[src/rtl/lamp_alarm_ctrl.sv]
// Lamp status alarm controller: persistence-filtered level decode, alarm FSM
// with acknowledge/latch handling, registered lamp/buzzer drive and event count.
module lamp_alarm_ctrl #(
    parameter int unsigned PERSIST   = 4,
    parameter int unsigned BLINK_DIV = 8
) (
    input  logic       clk,
    input  logic       rst_n,
    input  logic       ok,
    input  logic       alert,
    input  logic       danger,
    input  logic       ack,
    output logic [1:0] state,
    output logic       lamp_green,
    output logic       lamp_amber,
    output logic       lamp_red,
    output logic       buzzer,
    output logic [7:0] event_cnt
);

    localparam int unsigned RUN_W   = 4;
    localparam int unsigned BLINK_W = 8;
    localparam int unsigned CNT_W   = 8;

    typedef enum logic [1:0] {
        ST_OK      = 2'b00,
        ST_ALERT   = 2'b01,
        ST_DANGER  = 2'b10,
        ST_LATCHED = 2'b11
    } state_t;

    state_t             dec_c;
    state_t             cand_q;
    state_t             filt_q;
    state_t             filt_next_c;
    logic [RUN_W-1:0]   run_q;
    logic               accept_c;

    state_t             state_q;
    state_t             state_next_c;
    logic               acked_q;
    logic               acked_next_c;
    logic [CNT_W-1:0]   cnt_q;
    logic [CNT_W-1:0]   cnt_next_c;

    logic               ack_q;
    logic               ack_rise_c;

    logic [BLINK_W-1:0] blink_cnt_q;
    logic               phase_q;

    logic               green_c;
    logic               amber_c;
    logic               red_c;
    logic               buzzer_c;
    logic               green_q;
    logic               amber_q;
    logic               red_q;
    logic               buzzer_q;

    // Priority decode; no flag set at all is treated as an input fault (ALERT).
    always_comb begin
        dec_c = ST_ALERT;
        if (danger) begin
            dec_c = ST_DANGER;
        end else if (alert) begin
            dec_c = ST_ALERT;
        end else if (ok) begin
            dec_c = ST_OK;
        end
    end

    // The reload edge counts as the first edge of a new run.
    always_comb begin
        accept_c = 1'b0;
        if (dec_c != cand_q) begin
            accept_c = (PERSIST == 1);
        end else begin
            accept_c = (run_q != RUN_W'(PERSIST)) &&
                       ((run_q + RUN_W'(1)) == RUN_W'(PERSIST));
        end
        filt_next_c = accept_c ? dec_c : filt_q;
    end

    always_ff @(posedge clk or negedge rst_n) begin
        if (!rst_n) begin
            cand_q <= ST_ALERT;
            filt_q <= ST_ALERT;
            run_q  <= '0;
        end else begin
            filt_q <= filt_next_c;
            if (dec_c != cand_q) begin
                cand_q <= dec_c;
                run_q  <= RUN_W'(1);
            end else if (run_q != RUN_W'(PERSIST)) begin
                run_q <= run_q + RUN_W'(1);
            end
        end
    end

    assign ack_rise_c = ack & ~ack_q;

    always_ff @(posedge clk or negedge rst_n) begin
        if (!rst_n) begin
            ack_q <= 1'b0;
        end else begin
            ack_q <= ack;
        end
    end

    // The FSM acts on the level the filter accepts at this same edge.
    always_comb begin
        state_next_c = state_q;
        acked_next_c = acked_q;
        cnt_next_c   = cnt_q;
        if ((filt_next_c == ST_DANGER) && (state_q != ST_DANGER)) begin
            state_next_c = ST_DANGER;
            acked_next_c = 1'b0;
            if (cnt_q != {CNT_W{1'b1}}) begin
                cnt_next_c = cnt_q + CNT_W'(1);
            end
        end else begin
            case (state_q)
                ST_DANGER: begin
                    if (filt_next_c != ST_DANGER) begin
                        state_next_c = (acked_q | ack_rise_c) ? filt_next_c : ST_LATCHED;
                        acked_next_c = 1'b0;
                    end else if (ack_rise_c) begin
                        acked_next_c = 1'b1;
                    end
                end
                ST_LATCHED: begin
                    if (ack_rise_c) begin
                        state_next_c = filt_next_c;
                    end
                end
                default: begin
                    state_next_c = filt_next_c;
                end
            endcase
        end
    end

    always_ff @(posedge clk or negedge rst_n) begin
        if (!rst_n) begin
            state_q <= ST_ALERT;
            acked_q <= 1'b0;
            cnt_q   <= '0;
        end else begin
            state_q <= state_next_c;
            acked_q <= acked_next_c;
            cnt_q   <= cnt_next_c;
        end
    end

    // Free-running blink divider.
    always_ff @(posedge clk or negedge rst_n) begin
        if (!rst_n) begin
            blink_cnt_q <= '0;
            phase_q     <= 1'b0;
        end else if (blink_cnt_q == BLINK_W'(BLINK_DIV - 1)) begin
            blink_cnt_q <= '0;
            phase_q     <= ~phase_q;
        end else begin
            blink_cnt_q <= blink_cnt_q + BLINK_W'(1);
        end
    end

    always_comb begin
        green_c  = 1'b0;
        amber_c  = 1'b0;
        red_c    = 1'b0;
        buzzer_c = 1'b0;
        case (state_q)
            ST_OK:      green_c = 1'b1;
            ST_ALERT:   amber_c = 1'b1;
            ST_DANGER: begin
                red_c    = acked_q ? 1'b1 : phase_q;
                buzzer_c = ~acked_q;
            end
            default:    red_c = phase_q;
        endcase
    end

    always_ff @(posedge clk or negedge rst_n) begin
        if (!rst_n) begin
            green_q  <= 1'b0;
            amber_q  <= 1'b1;
            red_q    <= 1'b0;
            buzzer_q <= 1'b0;
        end else begin
            green_q  <= green_c;
            amber_q  <= amber_c;
            red_q    <= red_c;
            buzzer_q <= buzzer_c;
        end
    end

    assign state      = state_q;
    assign lamp_green = green_q;
    assign lamp_amber = amber_q;
    assign lamp_red   = red_q;
    assign buzzer     = buzzer_q;
    assign event_cnt  = cnt_q;

endmodule

[config.mk]
export PLATFORM = sky130hd
export DESIGN_NAME = lamp_alarm_ctrl
export DESIGN_NICKNAME = d
export VERILOG_FILES = /design/src/rtl/lamp_alarm_ctrl.sv
export SDC_FILE = /design/constraint.sdc
export NUM_CORES = 1
export LEC_CHECK = 0
export CORE_MARGIN = 2
export CORE_UTILIZATION = 50
export CTS_CLUSTER_DIAMETER = 40
export CTS_CLUSTER_SIZE = 25
export DETAILED_ROUTE_END_ITERATION = 8
export PLACE_DENSITY = 0.73
export SLEW_MARGIN = 20
export SYNTH_ARGS = -nofsm -noshare
export SYNTH_HDL_FRONTEND = slang
export SYNTH_SLANG_ARGS = --single-unit
[constraint.sdc]
create_clock -name clk -period 7.2 [get_ports clk]
set_clock_uncertainty 0.2 [all_clocks]
set_input_delay 1.44 -clock clk [delete_from_list [all_inputs] [get_ports clk]]
set_output_delay 1.44 -clock clk [all_outputs]
set_load 0.05 [all_outputs]
==> results <==
- The slowest stage of the critical path is the clkdlybuf4s50_1 cell.
- The CTS H-tree depth is 2.
- At the pin with the least slew margin, the transition time is 573.8 ps.
- The power density of the placed cells is 362.3 nW/um^2.
- Yosys mapped a number of flops with a built-in enable equal to 0.
- The number of hold violations in the final report is 0.
- The later pin in the worst-skew pair is clocked with a latency of 340 ps.
- The global-route usage over all layers is 19.29%.
- The fraction of the cycle the final worst path needs is 49.17%.
- The pre-antenna-repair detailed-routing pass consisted of 4 iterations.
- The leakage dissipation is 0.8585 nW.
- The clock-pin slew reported for the worst setup and hold paths after clock tree synthesis is 90 ps.
- The number of I/O pins is 20.
- The worst hold path belongs to the class reg2reg.
- The synthesized instance count is 149.
- For this block, the initial DRC count from the detailed router was 28.
- The critical-path maximum fanout is 13.
- Clock tree synthesis inserted a total of 5 buffers.
- The number of antenna violations at the first check in global routing is 0.
- Global routing finished with a remaining overflow of 0.
- Max-cap violations in this run came to 0.
- The overall power consumption is 708.0 uW.
- Based on the critical path, the design can be clocked at up to 282.5 MHz.
- In this run the critical register-to-register path is captured at event_cnt[1].
- Tracing the worst setup path back leads to its startpoint at danger.
- The average routed wire per standard cell is 13.94 um.
- The worst setup path is launched from an input pin.
- After clock tree synthesis, the setup repair step added 0 buffers.
- Clock tree synthesis selected as its root buffer the cell clkbuf_4.
- The worst setup path endpoint is event_cnt[1].
- The most repeated library cell on the critical path is mux2_4.
- The HPWL reported at the end of detailed placement is 2112 um.
- The antenna violation net count after detailed routing is 0.
- The number of distinct library cell variants in the gate-level netlist after synthesis is 38.
- The clock period could shrink to 3540 ps.
- Setup slack on the worst reg-to-reg path comes out at 4710 ps.
- The via count of the first global-routing pass is 1142.
- The via count is 1143.
- The synthesized design contains 33 register bits.
- The average via count per standard cell is 5.292.
- In this run the core area contains 20 standard-cell rows.
- Measured against its own limit, the worst slew margin works out to 61.75%.
- The delay of the slowest cell on the worst path is 710 ps.
- The count of warnings emitted by yosys is 0.
- The die is 61.71 um wide.
- Dividing the synthesized area by the synthesized cell count gives 11.18 sq um.
- The total setup violations reported at the end of the flow is 0.
- The final layout contains 182 nets.
- The data required time of the worst path is 7220 ps.
- The total DRC errors in the routed layout is 0.
- Once the clock tree was built, the resizer swapped 0 gates to a different size.
- TritonCTS built the clock tree.
- Across the VDD grid, the largest voltage drop is 0.2508 mV.
- The die area is 3808 sq um.
- The number of input and output port buffers inserted is 19.
- The sequential-to-total area share from yosys stat is 49.89%.
- From bottom edge to top edge, the die measures 61.71 um.
- Walking the worst path, the cells encountered are clkdlybuf4s50_1 > and3b_1 > and2_4 > a31oi_4 > nor2_4 > mux2_4 > mux2_4.
- In the synthesized netlist the dominant register cell turns out to be dfrtp_1.
- The netlist area before placement is 1665 sq um.
- Cells with a size suffix above 1 make up 13.37% of the layout.
- The number of antenna diodes in the final layout is 0.
- The routed design has 3010 um of wire.
- The number of nets in the synthesized netlist is 160.
- The flow ran to the end, and the final reports show no timing, DRC or antenna violations.
- At the end of routability-driven placement, the weighted congestion stood at 0.7619.
- CTS saw 33 sinks.
- The floorplan step defined a core boundary enclosing 3103 sq um.
- The class of the most critical setup path is in2reg.
- The critical path data arrival time is 3560 ps.
- In this run, post-CTS hold repair placed 0 buffers.
- The type of element capturing the critical path is a flop.
- The startpoint identified for the worst register-to-register timing path is run_q[0].
- The starting utilization of the core area is 53.67%.
- Setup repair after global routing left no endpoint under its margin.
- The global-route wire length before repair is 5188 um.
- The number of cells on the worst reg-to-reg path is 7.
- The setup TNS is 0 ps.
- Relative to the synthesized area, the layout overhead comes to 17.36%.
- No sink is reached through more buffers than the 2 on the longest clock path.
- Entering global routing, the biggest net connects 34 pins.
- In the synthesized netlist the async set-or-reset flop fraction comes to 100.0%.
- The max-slew violation count is 0.
## kinds of logic (layout without fill, tap and decap cells)
logic type | Yosys count | after routing | share of synthesized area [%]
AOI/OAI and AO/OA | 16 | 16 | 7.664
xor gates and xnor gates | 17 | 17 | 9.392
adders and majority gates | 5 | 5 | 3.757
buffers and inverters | 10 | 33 | 2.479
DFF | 33 | 33 | 49.89
muxes | 9 | 9 | 6.086
and+or+nand+nor | 59 | 59 | 20.74
## Yosys cell counts (2+ instances only)
master    count  area (sq um)
clkbuf_1      4         15.01
mux2i_1       6         60.06
nand4_1       8         50.05
ha_1          5         62.56
nor2_1       12         45.04
nor2b_1       3         18.77
inv_1         5         18.77
and2_4        2         17.52
o21ai_0       4         20.02
dfstp_2       4         105.1
and2_1        3         18.77
xor2_1        9         78.83
dfrtp_1      29         725.7
and3_1        4         25.02
a21oi_1       4         20.02
nand2b_1      4         25.02
xnor2_1       7         61.31
nand2_1       6         22.52
mux2_4        2         30.03
nand3_1      10         50.05
## sequential cells by signal, summed over array words and instances, names as in the netlist
signal / count
blink_cnt_q: 8
event_cnt: 8
run_q: 4
cand_q: 2
filt_q: 2
state: 2
ack_q: 1
acked_q: 1
buzzer: 1
lamp_amber: 1
lamp_green: 1
lamp_red: 1
phase_q: 1
## metrics by stage
stage	utilization [%]	instances	worst slack [ps]	area, sq um	hold slack (ps)
after floorplan	-	149	4046	1665	223.9
after global placement	61.09	208	3360	1896	240.0
after detailed placement	61.09	208	3306	1896	246.5
after CTS	62.98	216	3656	1954	260.0
after global routing	62.98	216	3579	1954	287.4
final	62.98	216	3660	1954	256.5
## report_power, final
group	switching (mW)	internal (mW)
clock network	0.0602	0.0482
registers	0.0387	0.231
logic	0.215	0.115
## worst max-delay path: cells and delay by family
kind | cells | cell delay [ps]
compound gates | 1 | 50
buf+inv | 1 | 710
mux | 2 | 640
simple gates | 3 | 720
## worst min path at each step
stage	endpoint	startpoint	slack, ps	depth (start not counted)
2_1_floorplan	blink_cnt_q[0]	blink_cnt_q[0]	220	1
3_3_place_gp	blink_cnt_q[0]	blink_cnt_q[0]	240	1
3_5_place_dp	blink_cnt_q[0]	blink_cnt_q[0]	250	1
4_1_cts	blink_cnt_q[0]	blink_cnt_q[0]	260	1
5_1_grt	blink_cnt_q[0]	blink_cnt_q[0]	290	1
6_report	blink_cnt_q[0]	blink_cnt_q[0]	260	1
## cells in the final DEF, fill, tap and decap left out, types with 2 or more instances in the layout
cell             count
dfrtp_1             29
clkdlybuf4s50_1     19
nor2_1              12
nand3_1             10
xor2_1               9
nand4_1              8
xnor2_1              7
nand2_1              6
mux2i_1              6
inv_1                5
ha_1                 5
clkbuf_4             5
nand2b_1             4
o21ai_0              4
a21oi_1              4
and3_1               4
dfstp_2              4
and2_1               3
nor2b_1              3
and2_4               2
mux2_4               2
clkbuf_1             2
## area by class of cell
type / count / area (sq um)
tap: 44 / 55.05
sequential: 33 / 830.8
multi-input combinational: 106 / 793.3
inverter: 5 / 18.77
fill: 271 / 1149
clock buffer: 8 / 58.81
timing repair buffer: 20 / 197.7
## per-layer routing
metal	track usage (%)	wire [um]	part of all wire, %	vias up
met1	23.68	1315	44	560
met4	6.383	40	1.3	0
li1	-	-	-	559
met5	0	0	0	-
met2	31.28	1518	50	19
met3	7.660	135	4.5	5
No activity file was read; power rests on OpenSTA's default activity.
